`config.mk`:
```
export PLATFORM = sky130hd
export DESIGN_NAME = hs_mem_arbiter_flat
export DESIGN_NICKNAME = d
export VERILOG_FILES = /design/src/rtl/hs_mem_arbiter_if.sv /design/src/rtl/hs_mem_arbiter.sv /design/src/flat_wrapper.sv
export SDC_FILE = /design/constraint.sdc
export NUM_CORES = 1
export LEC_CHECK = 0
export CAP_MARGIN = 5
export CORE_ASPECT_RATIO = 0.5
export CORE_MARGIN = 4
export CORE_UTILIZATION = 32
export CTS_CLUSTER_SIZE = 8
export DETAILED_ROUTE_END_ITERATION = 6
export PLACE_DENSITY = 0.86
export SLEW_MARGIN = 25
export SYNTH_ARGS = -nofsm -noshare
export SYNTH_HDL_FRONTEND = slang
export SYNTH_SLANG_ARGS = --single-unit
```
`constraint.sdc`:
```
create_clock -name jb_core_clk -period 2.45 [get_ports jb_core_clk]
set_input_delay 0.735 -clock jb_core_clk [delete_from_list [all_inputs] [get_ports jb_core_clk]]
set_output_delay 0.735 -clock jb_core_clk [all_outputs]
set_load 0.05 [all_outputs]
```
`src/rtl/hs_mem_arbiter_if.sv`:
```
// rtl/hs_mem_arbiter_if.sv - bus bundle between the hiscore RAM arbiter, its requesters and the RAM byte port
interface hs_mem_arbiter_if #(
    parameter int ADDR_W = 12,
    parameter int DATA_W = 8
);
    // Bridge byte bus
    logic              b_rd;
    logic              b_wr;
    logic [ADDR_W-1:0] b_addr;
    logic [DATA_W-1:0] b_wr_data;
    logic              b_ack;
    logic              b_rd_data_valid;

    // Signature scanner (read only)
    logic              s_rd;
    logic [ADDR_W-1:0] s_addr;
    logic              s_ack;
    logic              s_rd_data_valid;

    // Shared read data
    logic [DATA_W-1:0] rd_data;

    // RAM byte port and CPU ownership
    logic [ADDR_W-1:0] mem_address;
    logic              mem_write_enable;
    logic [DATA_W-1:0] mem_data_in;
    logic [DATA_W-1:0] mem_data_out;
    logic              processor_halt;
    logic              busy;

    // Arbiter side
    modport slave (
        input  b_rd, b_wr, b_addr, b_wr_data,
        output b_ack, b_rd_data_valid,
        input  s_rd, s_addr,
        output s_ack, s_rd_data_valid,
        output rd_data,
        output mem_address, mem_write_enable, mem_data_in,
        input  mem_data_out,
        output processor_halt, busy
    );

    // Requester / RAM environment side
    modport master (
        output b_rd, b_wr, b_addr, b_wr_data,
        input  b_ack, b_rd_data_valid,
        output s_rd, s_addr,
        input  s_ack, s_rd_data_valid,
        input  rd_data,
        input  mem_address, mem_write_enable, mem_data_in,
        output mem_data_out,
        input  processor_halt, busy
    );
endinterface

```
`src/rtl/hs_mem_arbiter.sv`:
```
// rtl/hs_mem_arbiter.sv - halts the game CPU and shares the hiscore RAM byte port between bridge and scanner
module hs_mem_arbiter #(
    parameter int ADDR_W       = 12,
    parameter int DATA_W       = 8,
    parameter int HALT_SETTLE  = 4,
    parameter int IDLE_TIMEOUT = 16
) (
    input  logic            jb_core_clk,
    input  logic            reset,
    hs_mem_arbiter_if.slave bus
);
    localparam int SW = $clog2(HALT_SETTLE + 1);
    localparam int IW = $clog2(IDLE_TIMEOUT + 1);
    localparam logic [SW-1:0] SETTLE_LAST = SW'(HALT_SETTLE - 1);
    localparam logic [SW-1:0] SETTLE_MAX  = SW'(HALT_SETTLE);
    localparam logic [IW-1:0] IDLE_LAST   = IW'(IDLE_TIMEOUT - 1);
    localparam logic [IW-1:0] IDLE_MAX    = IW'(IDLE_TIMEOUT);

    typedef enum logic [1:0] {
        CPU_OWN = 2'd0,
        HALT    = 2'd1,
        SERVE   = 2'd2
    } state_t;

    state_t          state_q, state_d;
    logic [SW-1:0]   settle_q, settle_d;
    logic [IW-1:0]   idle_q, idle_d;
    logic            last_s_q, last_s_d;   // 1: scanner held the last grant
    logic            halt_q, halt_d;
    logic            b_vld_q, b_vld_d;
    logic            s_vld_q, s_vld_d;

    logic            b_req;
    logic            s_req;
    logic            any_req;
    logic            grant_b;
    logic            grant_s;

    logic            b_ack_c;
    logic            s_ack_c;
    logic            wen_c;
    logic [ADDR_W-1:0] addr_c;
    logic [DATA_W-1:0] wdata_c;

    // A pending write takes the bridge slot first; a simultaneous read stays pending
    assign b_req   = bus.b_rd | bus.b_wr;
    assign s_req   = bus.s_rd;
    assign any_req = b_req | s_req;
    assign grant_b = b_req & (~s_req | last_s_q);
    assign grant_s = s_req & ~grant_b;

    // State, counters, round-robin pointer and registered outputs
    always_ff @(posedge jb_core_clk or posedge reset) begin
        if (reset) begin
            state_q  <= CPU_OWN;
            settle_q <= '0;
            idle_q   <= '0;
            last_s_q <= 1'b1;
            halt_q   <= 1'b0;
            b_vld_q  <= 1'b0;
            s_vld_q  <= 1'b0;
        end else begin
            state_q  <= state_d;
            settle_q <= settle_d;
            idle_q   <= idle_d;
            last_s_q <= last_s_d;
            halt_q   <= halt_d;
            b_vld_q  <= b_vld_d;
            s_vld_q  <= s_vld_d;
        end
    end

    // Next-state: take the RAM on demand, settle, serve until idle timeout
    always_comb begin
        state_d  = state_q;
        settle_d = settle_q;
        idle_d   = idle_q;
        last_s_d = last_s_q;
        case (state_q)
            CPU_OWN: begin
                settle_d = '0;
                idle_d   = '0;
                if (any_req) begin
                    state_d = HALT;
                end
            end
            HALT: begin
                idle_d = '0;
                if (settle_q >= SETTLE_LAST) begin
                    state_d  = SERVE;
                    settle_d = '0;
                end else if (settle_q != SETTLE_MAX) begin
                    settle_d = settle_q + SW'(1);
                end
            end
            SERVE: begin
                settle_d = '0;
                if (any_req) begin
                    idle_d   = '0;
                    last_s_d = grant_s;
                end else if (idle_q >= IDLE_LAST) begin
                    state_d = CPU_OWN;
                    idle_d  = '0;
                end else if (idle_q != IDLE_MAX) begin
                    idle_d = idle_q + IW'(1);
                end
            end
            default: begin
                state_d = CPU_OWN;
            end
        endcase
        halt_d  = (state_d != CPU_OWN);
        b_vld_d = b_ack_c & ~wen_c;
        s_vld_d = s_ack_c;
    end

    // Outputs: drive the RAM port for the granted requester only while serving
    always_comb begin
        b_ack_c = 1'b0;
        s_ack_c = 1'b0;
        wen_c   = 1'b0;
        addr_c  = '0;
        wdata_c = '0;
        if (state_q == SERVE) begin
            if (grant_b) begin
                b_ack_c = 1'b1;
                addr_c  = bus.b_addr;
                wen_c   = bus.b_wr;
                wdata_c = bus.b_wr ? bus.b_wr_data : '0;
            end else if (grant_s) begin
                s_ack_c = 1'b1;
                addr_c  = bus.s_addr;
            end
        end
    end

    assign bus.b_ack            = b_ack_c;
    assign bus.s_ack            = s_ack_c;
    assign bus.b_rd_data_valid  = b_vld_q;
    assign bus.s_rd_data_valid  = s_vld_q;
    assign bus.rd_data          = bus.mem_data_out;
    assign bus.mem_address      = addr_c;
    assign bus.mem_write_enable = wen_c;
    assign bus.mem_data_in      = wdata_c;
    assign bus.processor_halt   = halt_q;
    assign bus.busy             = (state_q != CPU_OWN);
endmodule
```
`src/flat_wrapper.sv`:
```
// flat-port wrapper written by rule: the top's interface ports become plain ports
module hs_mem_arbiter_flat 
#(
    parameter int ADDR_W       = 12,
    parameter int DATA_W       = 8,
    parameter int HALT_SETTLE  = 4,
    parameter int IDLE_TIMEOUT = 16
)
  (jb_core_clk, reset, bus_b_rd, bus_b_wr, bus_b_addr, bus_b_wr_data, bus_b_ack, bus_b_rd_data_valid, bus_s_rd, bus_s_addr, bus_s_ack, bus_s_rd_data_valid, bus_rd_data, bus_mem_address, bus_mem_write_enable, bus_mem_data_in, bus_mem_data_out, bus_processor_halt, bus_busy);
  hs_mem_arbiter_if #(.ADDR_W(ADDR_W), .DATA_W(DATA_W)) bus_i ();
  input  logic jb_core_clk;
  input  logic reset;
  input wire logic [$bits(bus_i.b_rd)-1:0] bus_b_rd;
  input wire logic [$bits(bus_i.b_wr)-1:0] bus_b_wr;
  input wire logic [$bits(bus_i.b_addr)-1:0] bus_b_addr;
  input wire logic [$bits(bus_i.b_wr_data)-1:0] bus_b_wr_data;
  output wire logic [$bits(bus_i.b_ack)-1:0] bus_b_ack;
  output wire logic [$bits(bus_i.b_rd_data_valid)-1:0] bus_b_rd_data_valid;
  input wire logic [$bits(bus_i.s_rd)-1:0] bus_s_rd;
  input wire logic [$bits(bus_i.s_addr)-1:0] bus_s_addr;
  output wire logic [$bits(bus_i.s_ack)-1:0] bus_s_ack;
  output wire logic [$bits(bus_i.s_rd_data_valid)-1:0] bus_s_rd_data_valid;
  output wire logic [$bits(bus_i.rd_data)-1:0] bus_rd_data;
  output wire logic [$bits(bus_i.mem_address)-1:0] bus_mem_address;
  output wire logic [$bits(bus_i.mem_write_enable)-1:0] bus_mem_write_enable;
  output wire logic [$bits(bus_i.mem_data_in)-1:0] bus_mem_data_in;
  input wire logic [$bits(bus_i.mem_data_out)-1:0] bus_mem_data_out;
  output wire logic [$bits(bus_i.processor_halt)-1:0] bus_processor_halt;
  output wire logic [$bits(bus_i.busy)-1:0] bus_busy;
  assign bus_i.b_rd = bus_b_rd;
  assign bus_i.b_wr = bus_b_wr;
  assign bus_i.b_addr = bus_b_addr;
  assign bus_i.b_wr_data = bus_b_wr_data;
  assign bus_b_ack = bus_i.b_ack;
  assign bus_b_rd_data_valid = bus_i.b_rd_data_valid;
  assign bus_i.s_rd = bus_s_rd;
  assign bus_i.s_addr = bus_s_addr;
  assign bus_s_ack = bus_i.s_ack;
  assign bus_s_rd_data_valid = bus_i.s_rd_data_valid;
  assign bus_rd_data = bus_i.rd_data;
  assign bus_mem_address = bus_i.mem_address;
  assign bus_mem_write_enable = bus_i.mem_write_enable;
  assign bus_mem_data_in = bus_i.mem_data_in;
  assign bus_i.mem_data_out = bus_mem_data_out;
  assign bus_processor_halt = bus_i.processor_halt;
  assign bus_busy = bus_i.busy;
  hs_mem_arbiter #(.ADDR_W(ADDR_W), .DATA_W(DATA_W), .HALT_SETTLE(HALT_SETTLE), .IDLE_TIMEOUT(IDLE_TIMEOUT)) u_core (.jb_core_clk(jb_core_clk), .reset(reset), .bus(bus_i));
endmodule
```
==> metrics.txt, run 1 <==
aggregate global routing overflow 0; ratio of cells with drive above 1 in the final layout 36.5%; path depth of the worst reg2reg path 6; combinational group share of total power 59.6%; Inserted Clock Buffers 3; Worst Hold Slack 0.516 ns; top cell type's share of synthesized area 33.7%; Crit path depth 5; endpoint class of the critical path primary output; total nets after synthesis 152; slowest library cell on the worst path sky130_fd_sc_hd__clkdlybuf4s15_2; ys async rst share 100%; number of input and output port buffers inserted 63; portion of total power attributed to sequential cells 24.6%; power dissipated by switching net loads 0.594 mW; mean post-synth cell area 9.47 µm²; cell taking the most area after synthesis sky130_fd_sc_hd__dfrtp_1; Crit path arrival time 1.70 ns; RePlAce Congestion 0.764; data required time at the worst endpoint 1.71 ns; biggest area contributors in the synthesized netlist sky130_fd_sc_hd__dfrtp_1 (34%), sky130_fd_sc_hd__a22o_1 (11%), sky130_fd_sc_hd__buf_4 (7.0%), sky130_fd_sc_hd__ha_1 (6.5%), sky130_fd_sc_hd__and2_1 (5.2%); sequential-to-total area share from yosys stat 36.4%; worst relative slew slack 49.9%; number of distinct library cell variants in the gate-level netlist after synthesis 33; number of primary I/O pins 80; drt first-iter violations 46; CP Class in2out; global router's overall resource usage 19.6%; detailed placer's ending HPWL 2820 µm; DRC viols 0; Root Driver sky130_fd_sc_hd__clkbuf_8; vias in the first global route 1,095; # H-tree levels 1; cell internal pwr 0.820 mW; clock slew at reported path FFs 0.05 ns; top achievable clock speed 411 MHz; die width 85.7 µm; DRT Pass-1 Iters 4; FF-to-FF Start u_core.idle_q[0]$_DFFE_PP0P_; number of synthesized flops with an enable pin 0; post-synthesis cell count 102; dominant register cell in the synthesized netlist sky130_fd_sc_hd__dfrtp_1; terminus of the critical flop-to-flop path u_core.idle_q[2]$_DFFE_PP0P_; met2 routed WL 2170 µm; nets@finish 218; number of fill cells in the layout 169; fraction of the cycle the final worst path needs 99.3%; outcome finished, final reports clean; antenna cells 0; Min-Delay Path Depth 1; Worst Tran Pin Value 0.749 ns; cell area after technology mapping 966 µm²; worst setup slack for register-to-register paths 0.21 ns; number of warnings reported in the yosys synthesis log 0; Rows 13; clock insertion delay at the later pin of the skew report 0.25 ns; final count of pins violating max slew 0; largest net degree at the start of global routing 15; chip height 46.9 µm; setup TNS 0 ns; Max Fanout on Critical Path 7; initial antenna violation count 0; Avg WL per Cell 19.6 µm; # setup viols final 0; hold path startpoint u_core.settle_q[0]$_DFFE_PP0P_; largest clock skew in the final design 0.00517 ns; Worst path top cell family by delay compound AO/OA/AOI/OAI gates; number of buffer and inverter stages on the critical path 2; total of hold buffers inserted after clock tree synthesis 0; dominant cell by count in the synthesized netlist sky130_fd_sc_hd__dfrtp_1; wire length the detailed router placed on met1 1640 µm; clock network fraction of design power 15.8%; Final Core Density 73.0%; delay of the slowest critical-path stage 0.24 ns; Startpoint Class input port; count of nets left with antenna violations after detail routing 0; Hold Path Sink u_core.settle_q[0]$_DFFE_PP0P_; routed wire length 4010 µm; Commonest cells post-synth sky130_fd_sc_hd__dfrtp_1 (13), sky130_fd_sc_hd__a22o_1 (12), sky130_fd_sc_hd__buf_4 (9), sky130_fd_sc_hd__inv_1 (9), sky130_fd_sc_hd__and2_1 (8); class of the worst hold path reg2reg; clk sinks 14; critical-path cell list clkdlybuf4s15_2, nand2b_4, o211a_4, a22o_1, buf_12; routed wl met3 157 µm; final critical path time including I/O delays and setup 2.43 ns; Final Hold Violating Endpoints 0; area growth from synthesis to final layout 106%; Avg Vias per Cell 5.13; maximum count of clock buffers along a single path 2; TritonCTS clock tree done; highest ir drop seen on vdd 0.000434 V; Pwr per Cell Area 709 nW/µm²; Die ar. 4020 µm²; highest layer used for signal routing met4; total number of vias 1,046; area inside the core boundary 2730 µm²; first-pass GRT wire length 5850 µm; number of violations of the max-capacitance limit 0; Pleak 0.850 nW; RSZ-0062 raised after global routing no; sw frac 42.0%; post-synthesis sequential element count 14; effective utilization at floorplan 35.3%
==> metal layers <==
| layer | vias to the layer above | global-route usage, % |
|---|---|---|
| li1 | 494 | - |
| met4 | 0 | 3.47 |
| met1 | 511 | 24.2 |
| met3 | 4 | 3.68 |
| met2 | 37 | 37.5 |
| met5 | - | 0 |
==> cell families after synthesis <==
group	count (synthesis)	synth area share [%]
and+or+nand+nor	33	21.5
AOI/OAI and AO/OA	29	22.3
buffers and inverters	21	13.3
adders and majority gates	5	6.48
DFF	14	36.4
==> what timing repair did <==
| item | 4_1_cts | 5_1_grt |
|---|---|---|
| pin swaps | 4 | 1 |
| gates resized for setup | 29 | 2 |
| endpoints found under the setup margin | 24 | 21 |
| setup buffers | 2 | 0 |
| gates cloned | 2 | 0 |
==> metrics by stage <==
step           setup slack, ns  instance area, µm²  power [mW]  std cells
2_1_floorplan          0.00772                 976       0.796        102
3_3_place_gp            -0.470                1830        1.08        196
3_5_place_dp            -0.510                1830        1.11        196
4_1_cts                 0.0239                1990        1.38        204
5_1_grt                0.00144                1990        1.47        204
6_report                0.0169                1990        1.41        204
==> worst max-delay path by stage <==
stage                                      startpoint                 end  slack (ns)
after floorplan                              bus_s_rd  bus_mem_data_in[0]       0.008
after detailed placement                     bus_b_rd  bus_mem_address[0]       -0.51
after global placement                       bus_b_rd  bus_mem_address[1]       -0.47
after CTS                 u_core.state_q[1]$_DFF_PP0_  bus_mem_address[0]        0.02
final                                        bus_s_rd  bus_mem_address[0]        0.02
after global routing                         bus_s_rd  bus_mem_data_in[6]       0.001
==> cell type report <==
cell class	instances	area, µm²	share of cell area, %
clock buffer	4	55.1	2.76
inverter	9	33.8	1.69
multi-input combinational	69	588	29.5
sequential	14	353	17.7
tap	37	46.3	2.32
timing repair buffer	71	918	46.0
==> layout by cell type, fill, tap and decap left out, types with 2 or more instances in the layout <==
cell	instances
sky130_fd_sc_hd__a22o_4	4
sky130_fd_sc_hd__clkbuf_8	4
sky130_fd_sc_hd__o211a_4	2
sky130_fd_sc_hd__o21ai_1	2
sky130_fd_sc_hd__and2_1	8
sky130_fd_sc_hd__inv_1	9
sky130_fd_sc_hd__buf_2	2
sky130_fd_sc_hd__a22o_2	4
sky130_fd_sc_hd__a22o_1	4
sky130_fd_sc_hd__a31oi_1	2
sky130_fd_sc_hd__nand3_1	2
sky130_fd_sc_hd__and3_1	2
sky130_fd_sc_hd__buf_12	23
sky130_fd_sc_hd__buf_4	6
sky130_fd_sc_hd__dfrtp_1	12
sky130_fd_sc_hd__o22ai_1	4
sky130_fd_sc_hd__and3_4	3
sky130_fd_sc_hd__nand2_1	7
sky130_fd_sc_hd__buf_6	2
sky130_fd_sc_hd__ha_1	5
sky130_fd_sc_hd__clkdlybuf4s50_1	36
sky130_fd_sc_hd__o21ai_0	3
==> power groups by stage <==
| stage | combinational, mW | clock, mW | sequential, mW |
|---|---|---|---|
| after floorplan | 0.437 | 0 | 0.359 |
| after detailed placement | 0.770 | 0 | 0.336 |
| after CTS | 0.819 | 0.223 | 0.334 |
| after global routing | 0.878 | 0.240 | 0.354 |
| final | 0.843 | 0.224 | 0.347 |
| after global placement | 0.750 | 0 | 0.333 |
==> registers in the layout, indices dropped and copies added, names as in the netlist <==
| signal | cells |
|---|---|
| u_core.settle_q | 3 |
| u_core.bus.s_rd_data_valid | 1 |
| u_core.idle_q | 5 |
| u_core.bus.processor_halt | 1 |
| u_core.bus.b_rd_data_valid | 1 |
| u_core.last_s_q | 1 |
| u_core.state_q | 2 |
(Power assumes the default switching activity.)
==> run 2: changes to the inputs <==
--- a/config.mk
+++ b/config.mk
@@ -8,10 +8,10 @@
 export CAP_MARGIN = 5
 export CORE_ASPECT_RATIO = 0.5
 export CORE_MARGIN = 4
-export CORE_UTILIZATION = 32
+export CORE_UTILIZATION = 35
 export CTS_CLUSTER_SIZE = 8
 export DETAILED_ROUTE_END_ITERATION = 6
-export PLACE_DENSITY = 0.86
+export PLACE_DENSITY = 0.92
 export SLEW_MARGIN = 25
 export SYNTH_ARGS = -nofsm -noshare
 export SYNTH_HDL_FRONTEND = slang
==> constraint.sdc (replaced) <==
create_clock -name jb_core_clk -period 2.8 [get_ports jb_core_clk]
set_input_delay 0.84 -clock jb_core_clk [delete_from_list [all_inputs] [get_ports jb_core_clk]]
set_output_delay 0.84 -clock jb_core_clk [all_outputs]
set_load 0.05 [all_outputs]
==> run 2 against run 1 <==
Critical path depth did not move. Largest power group unchanged. Count of clock-buffer cells in the layout is the same. Total power is 14% lower. Hold slack gained 0.011 ns.
==> metrics.txt, run 2 (synthesized netlist as in run 1, its figures left out) <==
initial antenna violation count 0; endpoint class of the critical path primary output; number of input and output port buffers inserted 63; nets@finish 218; clock insertion delay at the later pin of the skew report 0.25 ns; clk sinks 14; most used cells in the layout excluding fill and tap cells sky130_fd_sc_hd__clkdlybuf4s50_1 (37), sky130_fd_sc_hd__buf_12 (23), sky130_fd_sc_hd__dfrtp_1 (13), sky130_fd_sc_hd__inv_1 (9), sky130_fd_sc_hd__a22o_1 (9); maximum count of clock buffers along a single path 2; Avg Vias per Cell 5.27; cell area after layout 1960 µm²; effective utilization at floorplan 36.9%; critical path startpoint bus_b_wr; RePlAce Congestion 0.795; largest registers in the final layout u_core.idle_q (5), u_core.settle_q (3), u_core.state_q (2); DRC viols 0; count of nets left with antenna violations after detail routing 0; top achievable clock speed 359 MHz; area growth from synthesis to final layout 103%; path depth of the worst reg2reg path 6; worst setup slack for register-to-register paths 0.64 ns; worst setup path end bus_mem_address[2]; Inserted Clock Buffers 3; final count of pins violating max slew 0; number of fill cells in the layout 161; first-pass GRT wire length 5930 µm; terminus of the critical flop-to-flop path u_core.idle_q[4]$_DFFE_PP0P_; number of primary I/O pins 80; flip-flop and latch area 352 µm²; detailed placer's ending HPWL 2750 µm; routed wl met3 290 µm; # H-tree levels 1; aggregate global routing overflow 0; Final Hold Violating Endpoints 0; area of the multi-input gates 559 µm²; Avg WL per Cell 18.7 µm; number of violations of the max-capacitance limit 0; final instance count without filler cells 204; largest register by flop count u_core.idle_q; wire length the detailed router placed on met1 1330 µm; global router's overall resource usage 22.1%; pre-CTS setup slack -0.383 ns; routed wire length 3820 µm; final critical path time including I/O delays and setup 2.79 ns; Worst Tran Pin Value 0.649 ns; highest ir drop seen on vdd 0.000375 V; Worst Setup Slack, final 0.0136 ns; Min-Delay Path Depth 1; Final Core Density 75.0%; highest layer used for signal routing met4; Rows 13; data required time at the worst endpoint 1.96 ns; TritonCTS clock tree done; clock slew at reported path FFs 0.06 ns; chip height 45.1 µm; Die ar. 3720 µm²; met2 routed WL 2080 µm; Crit path arrival time 1.95 ns; Pleak 0.841 nW; antenna cells 0; most common library cell in the layout ignoring fill and taps sky130_fd_sc_hd__clkdlybuf4s50_1; drt first-iter violations 78; FF-to-FF Start u_core.idle_q[0]$_DFFE_PP0P_; area inside the core boundary 2620 µm²; die width 82.3 µm; setup TNS 0 ns; number of placed instances, taps included 197; largest net degree at the start of global routing 15; Root Driver sky130_fd_sc_hd__clkbuf_8; CP Class in2out; RSZ-0062 raised after global routing no; ratio of cells with drive above 1 in the final layout 31.1%; fraction of the cycle the final worst path needs 99.5%; vias in the first global route 1,167; # setup viols final 0; Post-Place Cell Area 1830 µm²; Max Fanout on Critical Path 7; flip-flop count of the largest register after layout 5; Pwr per Cell Area 618 nW/µm²; outcome finished, final reports clean; worst relative slew slack 56.7%; class of the worst hold path reg2reg; largest clock skew in the final design 0.00651 ns; DRT Pass-1 Iters 4; Startpoint Class input port; total number of vias 1,075
==> run 2: final cells by class <==
class                      count  area share, %
timing repair buffer          71           46.7
multi-input combinational     69           28.5
sequential                    14           17.9
clock buffer                   4           2.80
tap                           37           2.36
inverter                       9           1.72
==> run 2: power breakdown <==
part           switching, mW  internal, mW  total (mW)
sequential            0.0475         0.250       0.298
clock                 0.0748         0.125       0.199
combinational          0.382         0.335       0.717
==> run 2: critical path: stages <==
cell and delay (ns):
sky130_fd_sc_hd__dlygate4sd2_1 0.27, sky130_fd_sc_hd__buf_6 0.15, sky130_fd_sc_hd__o211a_4 0.29, sky130_fd_sc_hd__a22o_4 0.24
sky130_fd_sc_hd__buf_12 0.15
==> run 2: repair_timing <==
| action | CTS | global route |
|---|---|---|
| buffers inserted | 1 | 0 |
| resized for setup | 14 | 4 |
| gates cloned | 2 | 0 |
| pin swaps | 3 | 1 |
| hold buffers | 0 | 0 |
| setup endpoints to repair | 22 | 14 |
==> run 2: per-layer routing <==
| metal | vias up | global-route usage [%] |
|---|---|---|
| li1 | 493 | - |
| met1 | 505 | 23.6 |
| met2 | 61 | 40.8 |
| met3 | 16 | 5.78 |
| met4 | 0 | 11.6 |
| met5 | - | 0 |
==> run 2: through the flow <==
stage | power [mW] | hold slack, ns
6_report | 1.21 | 0.527
5_1_grt | 1.26 | 0.542
4_1_cts | 1.19 | 0.525
3_5_place_dp | 0.964 | 0.499
3_3_place_gp | 0.941 | 0.493
2_1_floorplan | 0.692 | 0.465
==> run 2: how the worst min path moves through the flow <==
stage	from	end	slack [ns]
2_1_floorplan	u_core.idle_q[3]$_DFFE_PP0P_	u_core.idle_q[3]$_DFFE_PP0P_	0.47
5_1_grt	u_core.settle_q[0]$_DFFE_PP0P_	u_core.settle_q[0]$_DFFE_PP0P_	0.54
3_3_place_gp	u_core.settle_q[0]$_DFFE_PP0P_	u_core.settle_q[0]$_DFFE_PP0P_	0.49
6_report	u_core.settle_q[0]$_DFFE_PP0P_	u_core.settle_q[0]$_DFFE_PP0P_	0.53
3_5_place_dp	u_core.settle_q[0]$_DFFE_PP0P_	u_core.settle_q[0]$_DFFE_PP0P_	0.50
4_1_cts	u_core.settle_q[0]$_DFFE_PP0P_	u_core.settle_q[0]$_DFFE_PP0P_	0.52
